<file path="config.mk">
export PLATFORM = sky130hd
export DESIGN_NAME = universal_shreg_n
export DESIGN_NICKNAME = d
export VERILOG_FILES = /design/src/rtl/universal_shreg_n.sv
export SDC_FILE = /design/constraint.sdc
export NUM_CORES = 1
export LEC_CHECK = 0
export ABC_AREA = 1
export CAP_MARGIN = 20
export CORE_MARGIN = 2
export CORE_UTILIZATION = 43
export DETAILED_ROUTE_END_ITERATION = 8
export GPL_TIMING_DRIVEN = 0
export PLACE_DENSITY = 0.86
export REMOVE_ABC_BUFFERS = 1
export SETUP_SLACK_MARGIN = 0.3
export SLEW_MARGIN = 20
export SYNTH_ARGS = -nofsm -noshare
export SYNTH_HDL_FRONTEND = slang
export SYNTH_SLANG_ARGS = --single-unit
</file>
<file path="constraint.sdc">
create_clock -name clk -period 1.1 [get_ports clk]
set_input_delay 0.11 -clock clk [delete_from_list [all_inputs] [get_ports clk]]
set_output_delay 0.11 -clock clk [all_outputs]
set_load 0.05 [all_outputs]
</file>
<file path="src/rtl/universal_shreg_n.sv">
// ============================================================================
// Module   : universal_shreg_n
// Purpose  : Parametrised universal shift register (hold, shift, rotate,
//            parallel load) with an autonomous burst-serialiser mode.
// Revision : 1.0 - initial release
// ============================================================================
`default_nettype none

module universal_shreg_n #(
    parameter  int WIDTH = 8,
    localparam int CW    = $clog2(WIDTH + 1)
) (
    input  logic             clk,
    input  logic             RST,
    input  logic             ENB,
    input  logic             DIR,
    input  logic             S_IN,
    input  logic [1:0]       MODO,
    input  logic [WIDTH-1:0] D,
    output logic [WIDTH-1:0] Q,
    output logic             S_OUT,
    output logic             BUSY,
    output logic             DONE,
    output logic [CW-1:0]    CNT
);

    localparam logic [0:0] c_IDLE  = 1'b0;
    localparam logic [0:0] c_BURST = 1'b1;

    localparam logic [1:0] c_MODE_SHIFT  = 2'b00;
    localparam logic [1:0] c_MODE_ROTATE = 2'b01;
    localparam logic [1:0] c_MODE_LOAD   = 2'b10;
    localparam logic [1:0] c_MODE_BURST  = 2'b11;

    logic [0:0]       r_state;
    logic [WIDTH-1:0] r_q;
    logic             r_sout;
    logic             r_done;
    logic [CW-1:0]    r_cnt;
    logic             r_bdir;

    logic [WIDTH-1:0] w_shl;
    logic [WIDTH-1:0] w_shr;
    logic [WIDTH-1:0] w_rotl;
    logic [WIDTH-1:0] w_rotr;
    logic [WIDTH-1:0] w_burst_q;
    logic             w_burst_out;

    assign w_shl  = {r_q[WIDTH-2:0], S_IN};
    assign w_shr  = {S_IN, r_q[WIDTH-1:1]};
    assign w_rotl = {r_q[WIDTH-2:0], r_q[WIDTH-1]};
    assign w_rotr = {r_q[0], r_q[WIDTH-1:1]};

    // A burst follows the direction captured at its start, not the live DIR.
    assign w_burst_q   = r_bdir ? w_shl : w_shr;
    assign w_burst_out = r_bdir ? r_q[WIDTH-1] : r_q[0];

    always_ff @(posedge clk or posedge RST) begin
        if (RST) begin
            r_state <= c_IDLE;
            r_q     <= '0;
            r_sout  <= 1'b0;
            r_done  <= 1'b0;
            r_cnt   <= '0;
            r_bdir  <= 1'b0;
        end else begin
            r_done <= 1'b0;
            case (r_state)
                c_IDLE: begin
                    if (ENB) begin
                        case (MODO)
                            c_MODE_SHIFT: begin
                                r_q    <= DIR ? w_shl : w_shr;
                                r_sout <= DIR ? r_q[WIDTH-1] : r_q[0];
                            end
                            c_MODE_ROTATE: begin
                                r_q    <= DIR ? w_rotl : w_rotr;
                                r_sout <= DIR ? r_q[WIDTH-1] : r_q[0];
                            end
                            c_MODE_LOAD: begin
                                r_q <= D;
                            end
                            c_MODE_BURST: begin
                                r_q     <= D;
                                r_cnt   <= CW'(WIDTH);
                                r_bdir  <= DIR;
                                r_state <= c_BURST;
                            end
                            default: ;
                        endcase
                    end
                end
                c_BURST: begin
                    r_q    <= w_burst_q;
                    r_sout <= w_burst_out;
                    if (r_cnt != '0) begin
                        r_cnt <= r_cnt - CW'(1);
                    end
                    if (r_cnt <= CW'(1)) begin
                        r_state <= c_IDLE;
                        r_done  <= 1'b1;
                    end
                end
                default: r_state <= c_IDLE;
            endcase
        end
    end

    assign Q     = r_q;
    assign S_OUT = r_sout;
    assign BUSY  = (r_state == c_BURST);
    assign DONE  = r_done;
    assign CNT   = r_cnt;

endmodule

`default_nettype wire

</file>
==> results of run 1 <==
==> power by group through the flow <==
stage	combinational, uW	clock (uW)	sequential [uW]
final	4060	407	1270
after global routing	4300	434	1290
after CTS	3490	410	1230
after detailed placement	2570	0	1250
after global placement	2530	0	1240
after floorplan	953	0	2020
==> final timing paths <==
path,cells after the start,from,endpoint
setup / recovery,5,CNT[0],CNT[2]
hold / removal,2,RST,CNT[3]
setup reg to reg,5,CNT[0],CNT[2]
hold reg to reg,2,Q[6],Q[6]
max in group asynchronous,2,RST,Q[6]
min in group clk,3,MODO[1],Q[6]
==> cell families after synthesis <==
kind of cell | after synthesis | share of synthesized area, %
fa+ha+maj | 3 | 3.360
flops | 16 | 35.83
buf+inv | 23 | 10.75
simple gates | 85 | 32.59
compound gates | 36 | 16.69
xor+xnor | 1 | 0.7840
==> cells in the mapped netlist <==
master	instances
ha_1	3
inv_2	4
nand3b_1	1
o21ai_0	17
inv_1	13
inv_4	1
nand3_1	13
nor2_1	19
dfrtp_1	16
o211ai_1	1
a22oi_1	1
buf_2	1
o22ai_1	1
a21oi_1	7
nand4_4	1
xor2_1	1
o21ai_1	9
buf_6	4
nand2_1	50
nor2_4	1
==> flip-flops by register name (all words and copies together), names as in the netlist <==
| register | cells |
|---|---|
| BUSY | 1 |
| CNT | 4 |
| DONE | 1 |
| Q | 8 |
| S_OUT | 1 |
| r_bdir | 1 |
==> stage by stage <==
step           worst slack [ns]  setup TNS (ns)  std cells  total power (uW)  hold WS [ns]
6_report               -0.03372         -0.1812        246              5729        0.1962
4_1_cts               -0.001715       -0.001918        238              5137        0.2068
3_5_place_dp            -0.5489          -10.12        218              3816        0.5279
3_3_place_gp            -0.5394          -9.866        218              3764        0.5217
5_1_grt                -0.09335         -0.9116        246              6027        0.2390
2_1_floorplan           -0.4423          -4.938        159              2976       0.02374
==> placed cells by master, fill, tap and decap left out, types with 2 or more instances in the layout <==
cell type	synthesis	layout
buf_4	0	17
clkbuf_4	0	3
nand2_2	0	4
o21ai_0	17	9
ha_2	0	2
nor2_4	1	2
inv_2	4	7
dfrtp_1	16	10
nand3_1	13	11
dfrtp_2	0	6
buf_6	4	16
o21ai_2	0	3
nand3_2	0	2
clkdlybuf4s50_1	0	12
nand2_4	0	3
buf_8	0	5
o21ai_1	9	14
nor2_1	19	18
inv_1	13	9
nand2_1	50	43
a21oi_2	0	6
==> layer usage <==
layer | vias up | track usage, %
met2 | 68 | 43.65
met3 | 15 | 2.957
met1 | 644 | 31.87
met4 | 0 | 10.16
li1 | 634 | -
met5 | - | 0
==> cell type report <==
cell class / instances / area share (%)
Multi-Input combinational cell: 125 / 39.71
Timing Repair Buffer: 53 / 29.53
Sequential cell: 16 / 22.44
Inverter: 18 / 4.267
Tap cell: 30 / 2.065
Clock buffer: 4 / 1.996
==> timing repair <==
item                       in CTS  in global routing
setup buffers                  16                  8
setup endpoints to repair      31                 31
pin swaps                      10                 10
resized for setup             151                 23
==> qor.yml, run 1 <==
avgViaCountPerCell: 5.533
finalCriticalPeriod_ns: 1.134
vias: 1361
p_per_area_nw_per_um2: 3151
die_w_um: 54.98
htree_num_levels: 1
final_area_sq_um: 1818
crit_path_max_incr_delay_ns: 0.42
drive_above_1_share_pct: 39.81
dpl.hpwl_um: 1873
initialDrtViolationCount: 81
worstPathRequired_ns: 1.34
cts-root-buf: "clkbuf_4"
die_y_um: 54.98
critPathCaptureType: "flop"
finalHoldViolations: 0
met2WireLength_um: 1768
clk_pin_slew_ns: 0.10
hold_buffers: 0
gr-total-overflow: 0
slew_headroom_pct: 55.73
route.detailed.drc: 0
grt_usage_pct: 25.24
met3WireLength_um: 216
multi_input_area_sq_um: 721.9
irDropWorstVdd_mv: 2.255
synth.avg_cell_area_sq_um: 6.813
worst_slew_pin_slew_ns: 0.6633
crit_chain: "inv_2, ha_2, xor2_2, nand3_2, nand2_2"
synthTopCellsByArea: "dfrtp_1 (36%), nand2_1 (17%), o21ai_0 (7.6%)"
wirelength_um: 3595
synthesis.area_sq_um: 1117
violations: "setup timing"
ys_warn_count: 0
pwr-share-clk_pct: 7.1
critPathMaxFanout: 3
synth_cell_types: 20
combPwrFrac_pct: 70.8
max_freq_mhz: 882.0
path_class: "flop to flop"
fin_nets: 235
utilization_pct: 73.38
antenna_found_initial: 0
p_int_uw: 2797
wl_met1_um: 1515
setup_viol: 10
top_level_ports: 30
cp_num_buf_inv: 1
syn-instance-count: 164
cp_slowest_cell: "dfrtp_1"
clk_path_buf_depth: 2
cap_viol_max_count: 0
start_util_pct: 45.10
syn_to_final_growth_pct: 62.71
grt_pass1_vias: 1149
ant_nets: 0
fin_crit_sh_pct: 103.1
sw_frac_of_total_pct: 51.18
dr.pass1.iters: 4
rrSetupSlack_ns: -0.03
grt_max_degree: 17
insertion_delay_ns: 0.29
p_seq_share_pct: 22.1
antenna_cells: 0
wl_per_cell_um: 14.61
post_dp_cell_area_sq_um: 1395
top_layer_used: "met4"
rsz0062_at_grt: "true"
gp_congestion: 0.8673
ff_latch_area_sq_um: 407.9
core.rowCount: 18
cts_made_buffers: 3
critPathArrivalTime_ns: 1.37
tritoncts: "yes"
cp-start-kind: "flop"
cts_sinks: 16
hp-class: "primary input to asynchronous set/reset pin"
leakagePower_uw: 0.0008751
ys_seq_area_share_pct: 35.83
p_switching_uw: 2932
finalClockSkew_ns: 0.001881
synth_area_leader_cell: "dfrtp_1"
synth.ff_latch_count: 16
die_area_sq_um: 3022
core_sq_um: 2477
fin_ws_ns: -0.03372
n_fill_cell: 166
slew_viol_final: 0
grt_pass1_wl_um: 5264
critPathTopFamily: "flip-flops"
synth.top_cell.area_share_pct: 35.83
status: "complete, but fails checks"
port_buffers: 29
No activity file was read; power rests on OpenSTA's default activity.
==> inputs of run 2 (changes only) <==
--- a/config.mk
+++ b/config.mk
@@ -7,7 +7,7 @@
 export LEC_CHECK = 0
 export ABC_AREA = 1
 export CAP_MARGIN = 20
-export CORE_MARGIN = 2
+export CORE_MARGIN = 1.5
 export CORE_UTILIZATION = 43
 export DETAILED_ROUTE_END_ITERATION = 8
 export GPL_TIMING_DRIVEN = 0
==> qor.yml, run 2 (synthesis results as in run 1) <==
cts_made_buffers: 3
finalClockSkew_ns: 0.001292
tns_ns: -0.8044
die_y_um: 53.98
antenna_found_initial: 0
hold_buffers: 0
dp.cells: 218
avgViaCountPerCell: 5.636
drive_above_1_share_pct: 44.39
top_level_ports: 30
finalCriticalPeriod_ns: 1.208
insertion_delay_ns: 0.30
gr-total-overflow: 0
r2r_end: "CNT[2]"
layout_commonest_cell: "nand2_1"
worstPathRequired_ns: 1.35
cts_sinks: 16
cp-start-kind: "flop"
final_area_sq_um: 1874
worstSetupStartpoint: "CNT[0]"
critPathArrivalTime_ns: 1.46
place_ws_ns: -0.5564
max_freq_mhz: 827.8
fin_nets: 242
dpl.hpwl_um: 1835
irDropWorstVdd_mv: 2.354
critPathCaptureType: "flop"
cts-root-buf: "clkbuf_4"
wirelength_um: 4002
worstSetupEndpoint: "CNT[2]"
total_power_uw: 5942
ant_nets: 0
violations: "setup timing"
finalHoldViolations: 0
finalNonFillerCells: 253
vias: 1426
tritoncts: "yes"
antenna_cells: 0
cap_viol_max_count: 0
die_area_sq_um: 2913
rrSetupSlack_ns: -0.11
path_class: "flop to flop"
fin_ws_ns: -0.1080
core_sq_um: 2477
grt_pass1_vias: 1219
htree_num_levels: 1
rsz0062_at_grt: "true"
worst_slew_pin_slew_ns: 0.6488
status: "complete, but fails checks"
reg2reg_depth: 5
syn_to_final_growth_pct: 67.75
slew_viol_final: 0
clk_path_buf_depth: 2
fin_crit_sh_pct: 109.8
largest_reg_flops: 8
grt_max_degree: 17
core.rowCount: 18
grt_pass1_wl_um: 5520
hp-class: "primary input to asynchronous set/reset pin"
clk_pin_slew_ns: 0.11
slew_headroom_pct: 56.70
dr.pass1.iters: 7
p_per_area_nw_per_um2: 3170
route.detailed.drc: 0
start_util_pct: 45.10
gp_congestion: 0.8654
leakagePower_uw: 0.0009238
die_w_um: 53.98
final_cell_mix: "nand2_1 (38), buf_4 (24), buf_6 (19)"
post_dp_cell_area_sq_um: 1395
grt_usage_pct: 26.23
initialDrtViolationCount: 104
port_buffers: 29
critPathMaxFanout: 4
setup_viol: 16
r2r-start: "CNT[0]"
wl_per_cell_um: 15.82
-- run 2: cell count changes in the layout (fill, tap and decap cells not counted), sizes merged --
cell  delta
buf      +7
-- run 2: worst min path at each step --
stage | from | endpoint
floorplan | RST | BUSY
CTS | RST | Q[1]
finish | RST | Q[0]
global placement | S_OUT | S_OUT
global route | RST | Q[0]
detailed placement | S_OUT | S_OUT
-- run 2: power breakdown --
part	total [uW]	internal (uW)	switching [uW]	leakage (uW)
Sequential	1240	868	373	0.000194
Clock	426	202	224	0.0000210
Combinational	4270	1790	2490	0.000709
-- run 2: critical path, stage by stage, from the launching register on --
cell and delay (ns):
dfrtp_2 0.45, inv_2 0.12, ha_2 0.24, xor2_2 0.19
nand3_2 0.09, nand2_1 0.06
-- run 2: area by class of cell --
type | count | area (sq um)
multi-input cells | 125 | 750.7
fillers | 165 | 603.1
repair buffers | 60 | 568.0
flip-flops and latches | 16 | 406.6
inverters | 18 | 75.07
well taps | 30 | 37.54
clock buffers | 4 | 36.28
-- run 2: through the flow --
step	utilization [%]	hold slack [ns]
after floorplan	-	0.02374
after global placement	56.31	0.5223
after detailed placement	56.31	0.5204
after CTS	68.33	0.2043
after global routing	75.66	0.2462
final	75.66	0.1829
-- run 2: layer usage --
metal  up-vias  track usage [%]  wire length (um)
met5         -                0                 0
met2       113            44.51              1896
met4         0            14.17               175
met1       643            32.42              1595
met3        25            2.778               334
li1        645                -                 -
-- run 2: timing repair --
| action | CTS | global route |
|---|---|---|
| pin swaps | 15 | 11 |
| buffers inserted | 18 | 13 |
| endpoints found under the setup margin | 31 | 31 |
| gates resized for setup | 139 | 30 |
